File: src/rtl/cla_pkg.sv
// Shared constants and FSM state type for the sequential CLA subtractor.
// Optional signed-overflow output is enabled by CLA_SUB_SIGNED_OVF_EN.
package cla_pkg;

    localparam int CLA_WIDTH = 32;
    localparam int CLA_SLICE = 8;

    typedef enum logic [1:0] {
        IDLE = 2'd0,
        RUN  = 2'd1,
        DONE = 2'd2
    } state_t;

    function automatic int num_slices(input int width, input int slice);
        return width / slice;
    endfunction

    function automatic int idx_bits(input int n);
        return (n > 1) ? $clog2(n) : 1;
    endfunction

endpackage

File: src/rtl/cla_slice.sv
// Combinational carry-lookahead adder slice: s = x + y + cin.
// Every carry is a flat OR of generate/propagate product terms.
module cla_slice
    import cla_pkg::*;
#(
    parameter int W = CLA_SLICE
) (
    input  logic [W-1:0] x,
    input  logic [W-1:0] y,
    input  logic         cin,
    output logic [W-1:0] s,
    output logic         cout
);

    logic [W-1:0] g;
    logic [W-1:0] p;
    logic [W:0]   c;
    logic         term;
    logic         acc;

    assign g = x & y;
    assign p = x ^ y;

    // c[i+1] = cin&p[0..i] | OR_j g[j]&p[j+1..i], no carry chaining
    always_comb begin
        c    = '0;
        term = 1'b0;
        acc  = 1'b0;
        c[0] = cin;
        for (int i = 0; i < W; i++) begin
            term = cin;
            for (int k = 0; k <= i; k++) begin
                term = term & p[k];
            end
            acc = term;
            for (int j = 0; j <= i; j++) begin
                term = g[j];
                for (int k = j + 1; k <= i; k++) begin
                    term = term & p[k];
                end
                acc = acc | term;
            end
            c[i+1] = acc;
        end
    end

    assign s    = p ^ c[W-1:0];
    assign cout = c[W];

endmodule

File: src/rtl/cla_sub_seq.sv
// Sequential subtractor: a - b resolved SLICE bits per cycle through one CLA slice.
// Define CLA_SUB_SIGNED_OVF_EN to add the signed-overflow output ovf.
module cla_sub_seq
    import cla_pkg::*;
#(
    parameter int WIDTH = CLA_WIDTH,
    parameter int SLICE = CLA_SLICE
) (
    input  logic             clk,
    input  logic             rst,
    input  logic             in_valid,
    output logic             in_ready,
    input  logic [WIDTH-1:0] a,
    input  logic [WIDTH-1:0] b,
    output logic             out_valid,
    input  logic             out_ready,
    output logic [WIDTH-1:0] diff,
    output logic             borrow,
    output logic             zero
`ifdef CLA_SUB_SIGNED_OVF_EN
    ,
    output logic             ovf
`endif
);

    localparam int NSL = num_slices(WIDTH, SLICE);
    localparam int IW  = idx_bits(NSL);
    localparam logic [IW-1:0] LAST = IW'(NSL - 1);

    state_t           state;
    logic [WIDTH-1:0] a_q;
    logic [WIDTH-1:0] nb_q;
    logic             carry;
    logic [IW-1:0]    idx;

    logic [SLICE-1:0] x_sl;
    logic [SLICE-1:0] y_sl;
    logic [SLICE-1:0] s_sl;
    logic             cout;
    logic [WIDTH-1:0] diff_nx;

    always_comb begin
        x_sl = a_q[int'(idx)*SLICE +: SLICE];
        y_sl = nb_q[int'(idx)*SLICE +: SLICE];
    end

    cla_slice #(
        .W (SLICE)
    ) u_slice (
        .x    (x_sl),
        .y    (y_sl),
        .cin  (carry),
        .s    (s_sl),
        .cout (cout)
    );

    // diff with the current slice already merged, so DONE flags see the final value
    always_comb begin
        diff_nx = diff;
        diff_nx[int'(idx)*SLICE +: SLICE] = s_sl;
    end

    always_ff @(posedge clk) begin
        if (rst) begin
            state     <= IDLE;
            a_q       <= '0;
            nb_q      <= '0;
            carry     <= 1'b0;
            idx       <= '0;
            diff      <= '0;
            borrow    <= 1'b0;
            zero      <= 1'b0;
            out_valid <= 1'b0;
            in_ready  <= 1'b1;
`ifdef CLA_SUB_SIGNED_OVF_EN
            ovf       <= 1'b0;
`endif
        end else begin
            unique case (state)
                IDLE: begin
                    if (in_valid) begin
                        a_q      <= a;
                        nb_q     <= ~b;
                        carry    <= 1'b1;
                        idx      <= '0;
                        in_ready <= 1'b0;
                        state    <= RUN;
                    end
                end
                RUN: begin
                    diff  <= diff_nx;
                    carry <= cout;
                    idx   <= idx + 1'b1;
                    if (idx == LAST) begin
                        borrow    <= ~cout;
                        zero      <= (diff_nx == '0);
                        out_valid <= 1'b1;
                        state     <= DONE;
`ifdef CLA_SUB_SIGNED_OVF_EN
                        // nb_q holds ~b, so b's sign is its inverse
                        ovf <= (a_q[WIDTH-1] == nb_q[WIDTH-1]) &&
                               (diff_nx[WIDTH-1] != a_q[WIDTH-1]);
`endif
                    end
                end
                DONE: begin
                    if (out_ready) begin
                        out_valid <= 1'b0;
                        in_ready  <= 1'b1;
                        state     <= IDLE;
                    end
                end
                default: begin
                    state <= IDLE;
                end
            endcase
        end
    end

endmodule

File: config.mk
export PLATFORM = sky130hd
export DESIGN_NAME = cla_sub_seq
export DESIGN_NICKNAME = d
export VERILOG_FILES = /design/src/rtl/cla_pkg.sv /design/src/rtl/cla_slice.sv /design/src/rtl/cla_sub_seq.sv
export SDC_FILE = /design/constraint.sdc
export NUM_CORES = 1
export LEC_CHECK = 0
export CELL_PAD_IN_SITES_DETAIL_PLACEMENT = 1
export CELL_PAD_IN_SITES_GLOBAL_PLACEMENT = 1
export CORE_MARGIN = 10
export CORE_UTILIZATION = 41
export CTS_CLUSTER_DIAMETER = 200
export DETAILED_ROUTE_END_ITERATION = 16
export PLACE_DENSITY_LB_ADDON = 0.1
export SLEW_MARGIN = 20
export SYNTH_ARGS = -nofsm -noshare
export SYNTH_HDL_FRONTEND = slang
export SYNTH_SLANG_ARGS = --single-unit
File: constraint.sdc
create_clock -name clk -period 5.05 [get_ports clk]
set_input_delay 1.01 -clock clk [delete_from_list [all_inputs] [get_ports clk]]
set_output_delay 1.01 -clock clk [all_outputs]
set_load 0.1 [all_outputs]
==> reports/qor.csv <==
metric;value;unit
hold_violations;0;
fmax;0.273;GHz
root_buffer;clkbuf_16;
cts.sinks;105;
synth_cells;543;
synthArstFlopShare;0;%
multi_input_area;2540;sq um
vias_per_cell;5.60;
grt_pass1_vias;4746;
die-width;128;um
die_y;128;um
dp_hpwl;11.4;mm
cts_made_buffers;9;
irDropWorstVdd;175;uV
drt_iter0_drc;230;
antenna_found_initial;0;
regArea;2100;sq um
clk_pin_slew_worst_paths;0.07;ns
grt_pass1_wl;24.6;mm
syn_avg_cell_area;8.88;sq um
drt_wl_total;15.2;mm
critical_path_class;register to register;
drtAntennaViolNets;0;
cp.required;5.28;ns
diodes;0;
synth_flop_cell;dfxtp_1;
fin_crit;3.67;ns
clock_latency;0.34;ns
layout-drive-gt1-share;7.77;%
r2r_setup_slack;1.38;ns
cap_violations;0;
synth.distinct_cells;56;
setup_viol;0;
cp-end-kind;register;
synth_nets;627;
postCtsResizedCells;0;
gr-total-overflow;0;
io_buffers;103;
final_cell_mix;dfxtp_1 (105), clkdlybuf4s50_1 (102), nand2_1 (87);
avgRoutedWirePerCell;19.6;um
fillCellCount;1321;
vias;4331;
io_pins;104;
dieArea;16500;sq um
hold_ws;0.459;ns
cts_hold_buf;0;
drt_pass1_iterations;4;
crit_chain;buf_4, mux4_2, ha_1, a211oi_1, a22oi_2, a31oi_2, nor2_1, a311o_1;
ys_seq_area_share;43.6;%
ys_warn_count;0;
layout_commonest_cell;dfxtp_1;
clock_skew;0.00797;ns
critical_path.max_fanout;18;
core;11500;sq um
layout.cells.non_filler;774;
cp_slowest_stage_delay;0.77;ns
cts-htree-levels;3;
track_usage;18.2;%
p_leak;2.30;nW
status;completed;
cts.path.max_buffers;2;
grt_max_degree;101;
ys_ff_latch;105;
cts_setup_buffers;0;
placedCellCount;759;
cts_tree;yes;
synth_edf_count;0;
slowest_stage;dfxtp_1;
drc;0;
p_per_area;336;nW/um^2
hold_class;register to register;
slew_viol_final;0;
post-route-util;54.7;%
area_growth;30.1;%
setup_tns;0;ns
max_slew_margin;30.7;%
syn-cell-area;4820;sq um
place.gp.congestion;0.839;
start_util;42.0;%
tightest_slew;1.04;ns
post-route-period-util;72.6;%
nNetsFinal;711;
row_count;39;
worstPathArrival;3.89;ns
rsz0062_at_grt;false;
startpoint_type;register;
[critical path, delay by kind of cell, from the launching register on]
| kind | cells | cell delay (ns) |
|---|---|---|
| AO/OA/AOI/OAI | 4 | 1.33 |
| flip-flops | 1 | 0.77 |
| multiplexers | 1 | 0.54 |
| adder cells (fa/ha/maj) | 1 | 0.40 |
| buffers and inverters | 1 | 0.39 |
| AND/OR/NAND/NOR | 1 | 0.12 |
[Yosys cell counts, types with 4 or more instances]
library cell | count | share of area [%]
nand2b_1 | 5 | 0.65
and3_1 | 6 | 0.78
mux4_2 | 16 | 7.5
inv_1 | 9 | 0.70
nand3b_1 | 4 | 0.62
nor2_1 | 72 | 5.6
a21oi_1 | 56 | 5.8
dfxtp_1 | 105 | 44
o21ai_0 | 11 | 1.1
o21ai_1 | 4 | 0.42
nor4_1 | 5 | 0.65
a32oi_1 | 4 | 0.73
ha_1 | 15 | 3.9
nor3_1 | 4 | 0.42
nand2_1 | 87 | 6.8
clkbuf_1 | 25 | 1.9
nand3_1 | 9 | 0.93
a211oi_1 | 33 | 5.1
buf_2 | 5 | 0.52
a22oi_1 | 15 | 2.3
[state kept, by name, indices dropped and copies added, names as in the netlist]
register / cells
nb_q: 32
a_q: 32
idx: 2
zero: 1
borrow: 1
in_ready: 1
diff: 32
out_valid: 1
state: 2
carry: 1
[power breakdown]
group	total, W	leakage [nW]	internal, W	switching (W)
clock	0.000801	0.169	0.000495	0.000305
combinational	0.000397	1.28	0.000161	0.000236
sequential	0.000909	0.860	0.000874	0.0000351
[per-stage QoR]
step / worst slack [ns] / area, sq um / total power [W]
final: 1.38 / 6270 / 0.00211
after global routing: 1.16 / 6270 / 0.00219
after CTS: 1.42 / 6270 / 0.00211
after detailed placement: 1.45 / 5930 / 0.00132
after global placement: 1.57 / 5930 / 0.00131
after floorplan: 1.86 / 4820 / 0.00117
[layer usage]
layer / global-route usage [%] / vias to the layer above / wire length, um
met4: 8.68 / 0 / 517
met1: 20.9 / 2083 / 6580
met3: 3.66 / 28 / 742
met2: 31.7 / 105 / 7350
li1: - / 2115 / -
met5: 0 / - / 0
[final timing paths]
path	to	from	cells past startpoint
worst min-delay path	a_q[31]	a_q[31]	2
worst max-delay path	diff[23]	idx[0]	8
worst min register to register	a_q[31]	a_q[31]	2
worst max register to register	diff[23]	idx[0]	8
[cell type report]
type                    count  share of cell area [%]
clock buffers              10                    3.81
clock inverters             5                    1.66
inverters                   9                   0.539
multi-input cells         395                    40.5
flip-flops and latches    105                    33.5
well taps                 143                    2.85
repair buffers            107                    17.1
[cells by family (layout without fill, tap and decap cells)]
group           Yosys count  after routing  synth area share [%]
simple gates            210            210                  19.7
mux                      18             18                  7.89
buf+inv                  43            131                  3.79
fa+ha+maj                16             16                  4.31
flops                   105            105                  43.6
xor+xnor                  3              3                 0.545
compound gates          148            148                  20.1
(Power assumes the default switching activity.)
